$ cat config.mk
export PLATFORM = sky130hd
export DESIGN_NAME = hex_scan_display
export DESIGN_NICKNAME = d
export VERILOG_FILES = /design/src/rtl/hex_scan_display.sv
export SDC_FILE = /design/constraint.sdc
export NUM_CORES = 1
export LEC_CHECK = 0
export ABC_CLOCK_PERIOD_IN_PS = 4100
export CAP_MARGIN = 25
export CORE_ASPECT_RATIO = 1.25
export CORE_MARGIN = 1
export CORE_UTILIZATION = 55
export DETAILED_ROUTE_END_ITERATION = 8
export PLACE_DENSITY = 0.81
export SYNTH_ARGS = -nofsm -noshare
export SYNTH_HDL_FRONTEND = slang
export SYNTH_SLANG_ARGS = --single-unit
$ cat constraint.sdc
create_clock -name clk -period 4.1 [get_ports clk]
set_input_delay 1.23 -clock clk [delete_from_list [all_inputs] [get_ports clk]]
set_output_delay 1.23 -clock clk [all_outputs]
set_load 0.005 [all_outputs]
$ cat src/rtl/hex_scan_display.sv
// rtl/hex_scan_display.sv - multiplexed hex display scanner with load handshake, zero blanking and blink
module hex_scan_display #(
    parameter int DIGITS       = 8,
    parameter int DIV          = 1000,
    parameter int BLINK_FRAMES = 64
) (
    input  logic                  clk,
    input  logic                  rst,
    input  logic [4*DIGITS-1:0]   in_data,
    input  logic                  in_valid,
    output logic                  in_ready,
    input  logic                  blank_lz,
    input  logic [DIGITS-1:0]     blink_mask,
    output logic [DIGITS-1:0]     an,
    output logic [6:0]            seg,
    output logic                  frame_done
);

    localparam int SW = $clog2(DIV);
    localparam int IW = (DIGITS > 1) ? $clog2(DIGITS) : 1;
    localparam int FW = (BLINK_FRAMES > 1) ? $clog2(BLINK_FRAMES) : 1;

    logic [SW-1:0]       slot;
    logic [IW-1:0]       idx;
    logic [FW-1:0]       fcnt;
    logic                blink_phase;
    logic [4*DIGITS-1:0] disp;
    logic [4*DIGITS-1:0] pend;
    logic                pend_valid;
    logic                tick;
    logic                boundary;
    logic [3:0]          nib;
    logic                upper_zero;

    function automatic logic [6:0] hex7(input logic [3:0] n);
        case (n)
            4'h0: hex7 = 7'h40;
            4'h1: hex7 = 7'h79;
            4'h2: hex7 = 7'h24;
            4'h3: hex7 = 7'h30;
            4'h4: hex7 = 7'h19;
            4'h5: hex7 = 7'h12;
            4'h6: hex7 = 7'h02;
            4'h7: hex7 = 7'h78;
            4'h8: hex7 = 7'h00;
            4'h9: hex7 = 7'h10;
            4'hA: hex7 = 7'h08;
            4'hB: hex7 = 7'h03;
            4'hC: hex7 = 7'h46;
            4'hD: hex7 = 7'h21;
            4'hE: hex7 = 7'h06;
            default: hex7 = 7'h0E;
        endcase
    endfunction

    assign tick     = (slot == SW'(DIV - 1));
    assign boundary = tick && (idx == IW'(DIGITS - 1));
    assign in_ready = !pend_valid;

    always_ff @(posedge clk or posedge rst) begin
        if (rst) begin
            slot        <= '0;
            idx         <= '0;
            fcnt        <= '0;
            blink_phase <= 1'b0;
            frame_done  <= 1'b0;
        end else begin
            slot       <= tick ? '0 : slot + 1'b1;
            frame_done <= boundary;
            if (tick) begin
                idx <= (idx == IW'(DIGITS - 1)) ? '0 : idx + 1'b1;
            end
            if (boundary) begin
                if (fcnt == FW'(BLINK_FRAMES - 1)) begin
                    fcnt        <= '0;
                    blink_phase <= ~blink_phase;
                end else begin
                    fcnt <= fcnt + 1'b1;
                end
            end
        end
    end

    // New data only reaches the display at a frame edge, so a frame never shows mixed values.
    always_ff @(posedge clk or posedge rst) begin
        if (rst) begin
            disp       <= '0;
            pend       <= '0;
            pend_valid <= 1'b0;
        end else if (boundary && pend_valid) begin
            disp       <= pend;
            pend_valid <= 1'b0;
        end else if (in_valid && !pend_valid) begin
            pend       <= in_data;
            pend_valid <= 1'b1;
        end
    end

    always_comb begin
        nib        = disp[{idx, 2'b00} +: 4];
        upper_zero = 1'b1;
        for (int i = 0; i < DIGITS; i++) begin
            if (IW'(i) >= idx && disp[4*i +: 4] != 4'h0) begin
                upper_zero = 1'b0;
            end
        end
        an  = '1;
        seg = 7'h7F;
        // Slot 0 of every digit is dead time to avoid ghosting between digits.
        if (slot != '0) begin
            an = ~(DIGITS'(1) << idx);
            if (!(blink_phase && blink_mask[idx]) &&
                !(blank_lz && idx != '0 && upper_zero)) begin
                seg = hex7(nib);
            end
        end
    end

endmodule
**Word-level counts from Yosys, hierarchy flattened**

Memory sizes are Yosys's and may differ from the RTL's.
Cells that the tools add are included.

- Output and inout bits: 17
- Memory bits (writable): 0
- Memories kept: 1
- Memory bits (read-only): 112
- Logic and storage cells: 78
- Register bits after elaboration: 86
- Bits in latches: 0

Memory list:

| memory | depth | bits a word | rd ports | clocked after memory_dff | write ports | line | RTL |
|---|---|---|---|---|---|---|---|
| (name not given) | 16 | 7 | 1 | 0 | 0 | 36 | `case (n)` |

- $lt $le $gt $ge: 9
- Divide/modulo/power cells: 0
- Bitwise operators: 3
- $add $sub $neg: 3
- Eq/ne operators: 3
- Multiply operators: 0
- Reductions and logical operators: 31
- Multiplexer cells: 18
- Shift-type cells: 2

Operator list:

| kind | number |
|---|---|
| nonzero test 4 bit | 8 |
| indexed part select 32 x 6 -> 4 bit | 1 |
| logical AND 1 bit | 15 |
| 2-to-1 mux 7 bit | 2 |
| greater-or-equal comparator 3 bit, first input constant | 4 |
| 2-to-1 mux 1 bit | 11 |
| adder 10 x 1 -> 10 bit, second input constant | 1 |
| == test 10 bit, second input constant | 1 |
| 2-to-1 mux 10 bit | 1 |
| nonzero test 10 bit | 1 |
| 2-to-1 mux 8 bit | 1 |
| inverter 8 bit | 1 |
| << shifter 1 x 3 -> 8 bit, first input constant | 1 |
| adder 6 x 1 -> 6 bit, second input constant | 1 |
| == test 6 bit, second input constant | 1 |
| greater-or-equal comparator 1 x 3 -> 1 bit, first input constant | 2 |
| greater-or-equal comparator 2 x 3 -> 1 bit, first input constant | 2 |
| 2-to-1 mux 6 bit | 1 |
| < comparator 3 x 4 -> 1 bit, second input constant | 1 |
| AND reduction 2 bit | 2 |
| adder 3 x 1 -> 3 bit, second input constant | 1 |
| binary-select mux 1 bit (select 3 bit) | 1 |
| == test 3 bit, second input constant | 1 |
| logical NOT 1 bit | 3 |
| other kinds (4) | 5 |

**Logic depth before layout (Yosys ltp)**

Gate-level depths: netlist of the first run.

- Depth after elaboration: 15
- Mapped depth: 10
- Gate-level depth less buffers: 8

**Least setup slack after synthesis of the first run**

No wires, ideal clock.

- Path type: input-to-output
- Start point: input blank_lz
- End point: output seg[5]
- Path buffers: 0
- Data arrival time: 2.404 ns
- Setup slack: 0.466 ns
- Required time: 2.870 ns
- Cell stages on the path: 5
- Path through: or4b_1 a211o_1 nor3_1 a311oi_2 o211ai_1

- Word-level cells in the longest chain between the ends: 6

Ends and longest elaborated chain:

| item | line | RTL |
|---|---|---|
| start: declaration | 12 | `input logic blank_lz,` |
| logical AND 1 bit (2 in a row) | 113 | `!(blank_lz && idx != '0 && upper_zero)) begin` |
| logical NOT 1 bit | 113 |  |
| logical AND 1 bit | 112 | `if (!(blink_phase && blink_mask[idx]) &&` |
| 2-to-1 mux 7 bit | 112 |  |
| 2-to-1 mux 7 bit | 110 | `if (slot != '0) begin` |
| end: declaration | 15 | `output logic [6:0] seg,` |

Every way passes these cells.

**Worst setup path in the final report of the first run**

- Start point: input blank_lz
- End point: output seg[6]

Same word-level chain as after synthesis.

==> results of run 1 <==
synth_stat cells (all sizes together) (2+ instances only):
cell type	instances	area, µm²
a211oi	2	15.01
a21oi	10	50.05
and2	2	12.51
and3	3	18.77
buf	13	88.83
clkbuf	3	11.26
clkinv	2	8.750
dfrtp	86	2152
ha	15	187.7
inv	11	41.29
mux2	67	863.3
mux2i	6	67.57
mux4	8	180.2
nand2	26	112.6
nand2b	3	18.77
nand3	17	85.08
nand4	2	12.51
nor2	17	63.81
nor2b	3	18.77
nor3	6	41.29
nor4	8	50.05
o211ai	4	30.03
o21ai	10	50.05
o22ai	3	18.77
o31ai	2	15.01
or3	3	18.77
xnor2	4	35.03
xor2	4	35.03
what timing repair did:
action                     in CTS  in global routing
setup endpoints to repair       7                  6
buffers inserted                3                  0
hold buffers                    0                  0
gates resized for setup        36                  4
pin swaps                       8                  4
cell type report:
cell class	instances	area (µm²)	share of cell area, %
Clock inverter	5	66.31	1.245
Tap cell	95	118.9	2.232
Multi-Input combinational cell	235	2131	40.00
Clock buffer	11	151.4	2.842
Inverter	13	51.30	0.9631
Timing Repair Buffer	71	653.1	12.26
Sequential cell	86	2155	40.45
layer usage:
layer | vias up | track usage, %
met5 | - | 0
met4 | 0 | 7.827
met3 | 19 | 4.911
met2 | 95 | 42.21
met1 | 1501 | 30.48
li1 | 1382 | -
metrics by stage:
stage / power (W) / utilization (%) / hold slack, ns / TNS (ns) / setup slack [ns]
5_1_grt: 0.001710 / 68.35 / 0.5226 / 0 / 0.005082
4_1_cts: 0.001656 / 68.30 / 0.4887 / 0 / 0.003543
3_3_place_gp: 0.001027 / 65.46 / 0.4682 / -4.519 / -0.6789
3_5_place_dp: 0.001035 / 65.46 / 0.4763 / -4.596 / -0.6842
6_report: 0.001640 / 68.35 / 0.4982 / 0 / 0.08707
2_1_floorplan: 0.0009704 / - / 0.4451 / 0 / 0.4664
cells by family after synthesis:
kind of cell	share of synthesized area, %
multiplexers	25.26
AO/OA/AOI/OAI	5.747
adder cells (fa/ha/maj)	4.267
AND/OR/NAND/NOR	10.78
flip-flops	48.93
buffers and inverters	3.414
XOR/XNOR	1.593
registers in the layout, summed over array words and instances (netlist names):
register and cells:
fcnt 6, idx 3, pend 32, blink_phase 1
pend_valid 1, disp 32, frame_done 1, slot 10
power breakdown:
group | switching, W | internal (W)
Sequential | 0.0000239 | 0.000888
Clock | 0.000307 | 0.000321
Combinational | 0.0000327 | 0.0000666
worst min path at each step:
stage / to / slack, ns / depth (start not counted) / start
6_report: fcnt[5]$_DFFE_PP0P_ / 0.50 / 1 / fcnt[5]$_DFFE_PP0P_
5_1_grt: disp[0]$_DFFE_PP0P_ / 0.52 / 1 / pend[0]$_DFFE_PP0P_
4_1_cts: fcnt[5]$_DFFE_PP0P_ / 0.49 / 1 / fcnt[5]$_DFFE_PP0P_
3_5_place_dp: fcnt[5]$_DFFE_PP0P_ / 0.48 / 1 / fcnt[5]$_DFFE_PP0P_
3_3_place_gp: fcnt[5]$_DFFE_PP0P_ / 0.47 / 1 / fcnt[5]$_DFFE_PP0P_
2_1_floorplan: fcnt[5]$_DFFE_PP0P_ / 0.45 / 1 / fcnt[5]$_DFFE_PP0P_
==> metrics.yaml, run 1 <==
layout:
  final_cell_area_um2: 5326
  antenna_cells: 0
  area_growth_pct: 21.11
  drive_gt1_share_pct: 29.45
  layout_commonest_cell: "dfrtp_1"
  final_cell_mix: "dfrtp_1, clkdlybuf4s50_1, mux2_2, mux2_4, nand2_1"
  layout.cells.non_filler: 516
  nFillCells: 563
  fin_nets: 475
critical_path:
  timing.rr.end: "disp[27]$_DFFE_PP0P_"
  crit_start: "blank_lz"
  path_depth: 8
  cp_num_buf_inv: 3
  cp_slowest_stage_delay_ns: 0.45
  rr_startpoint: "slot[3]$_DFF_PP0_"
  critPathTopFamily: "simple AND/OR/NAND/NOR gates"
  reg2regPathDepth: 6
  path_max_fanout: 5
  critPathSlowestCell: "or4b_4"
  r2r_slack_ns: 1.54
  crit_chain: "clkbuf_2 -> or4b_4 -> a211o_1 -> nor3_4 -> a311oi_4 -> buf_4 -> o211ai_1 -> buf_2"
  startpoint_type: "input pin"
  cp.arrival_ns: 2.78
  critPathKind: "in2out"
  cp.required_ns: 2.87
  crit_path_end_kind: "output port"
  crit_end: "seg[6]"
detailed_routing:
  drt-met1-wl_um: 3538
  wl_um: 9134
  drc: 0
  ant_nets: 0
  dr.pass1.iters: 4
  top_layer_used: "met4"
  wl_met2_um: 5001
  drt_iter0_drc: 181
  via_per_inst: 5.808
  wl_met3_um: 406
  wire_per_inst_um: 17.70
  vias: 2997
pwr:
  power_density_nw_per_um2: 307.9
  ir_drop_mv: 0.2325
  p_leak_nw: 2.512
cts:
  clkSinkCount: 86
  cts_tree: "built"
  cts_max_path_buffers: 2
  numCtsBuffers: 9
  clk_pin_slew_ns: 0.09
  htree_levels: 3
  root_buffer: "clkbuf_8"
  clock_latency_ns: 0.35
floorplanning:
  die_area_um2: 8360
  rows: 36
  die_h_um: 102.0
  start_util_pct: 56.44
  die_width_um: 81.98
  io_pins: 61
  coreArea_um2: 7792
timing:
  rsz0062_at_grt: "false"
  fmax_mhz: 249.2
  drv_slew: 0
  relSlewSlack_pct: 55.77
  min_period_ns: 4.013
  final_hold_viol_count: 0
  finalSetupViolations: 0
  period_share_pct: 97.88
  clock_skew_ns: 0.009310
  worstMarginPinSlew_ns: 0.6573
global_routing:
  grt_pass1_vias: 3033
  grt.overflow.total: 0
  grt_usage_pct: 24.43
  antenna_found_initial: 0
  grt_pass1_wl_um: 15120
  grt_max_degree: 56
logic_synthesis:
  async_flop_share_pct: 100.0
  synth.yosys.seq_area_share_pct: 48.93
  syn-num-nets: 409
  ys_ff_latch: 86
  syn_area_um2: 4398
  synth.avg_cell_area_um2: 12.57
  synth_edf_count: 0
  ys.flop_type: "dfrtp_1"
  ys_types: 47
  yosysWarnings: 0
  synthCells: 350
place:
  gp_congestion: 0.9029
  hpwl_um: 6586
  dpl_cell_area_um2: 5101
  port_buffers: 60
  placedCellCount: 498
hold_path:
  hold_class: "reg2reg"
job:
  maxCapViolCount: 0
run_status:
  status: "completed"
No activity file was read; power rests on OpenSTA's default activity.
==> inputs of run 2 (changes only) <==
SLEW_MARGIN = 20   (was unset)
==> results of run 2 <==
No change in the layout: final DEF, timing and power equal those of run 1.
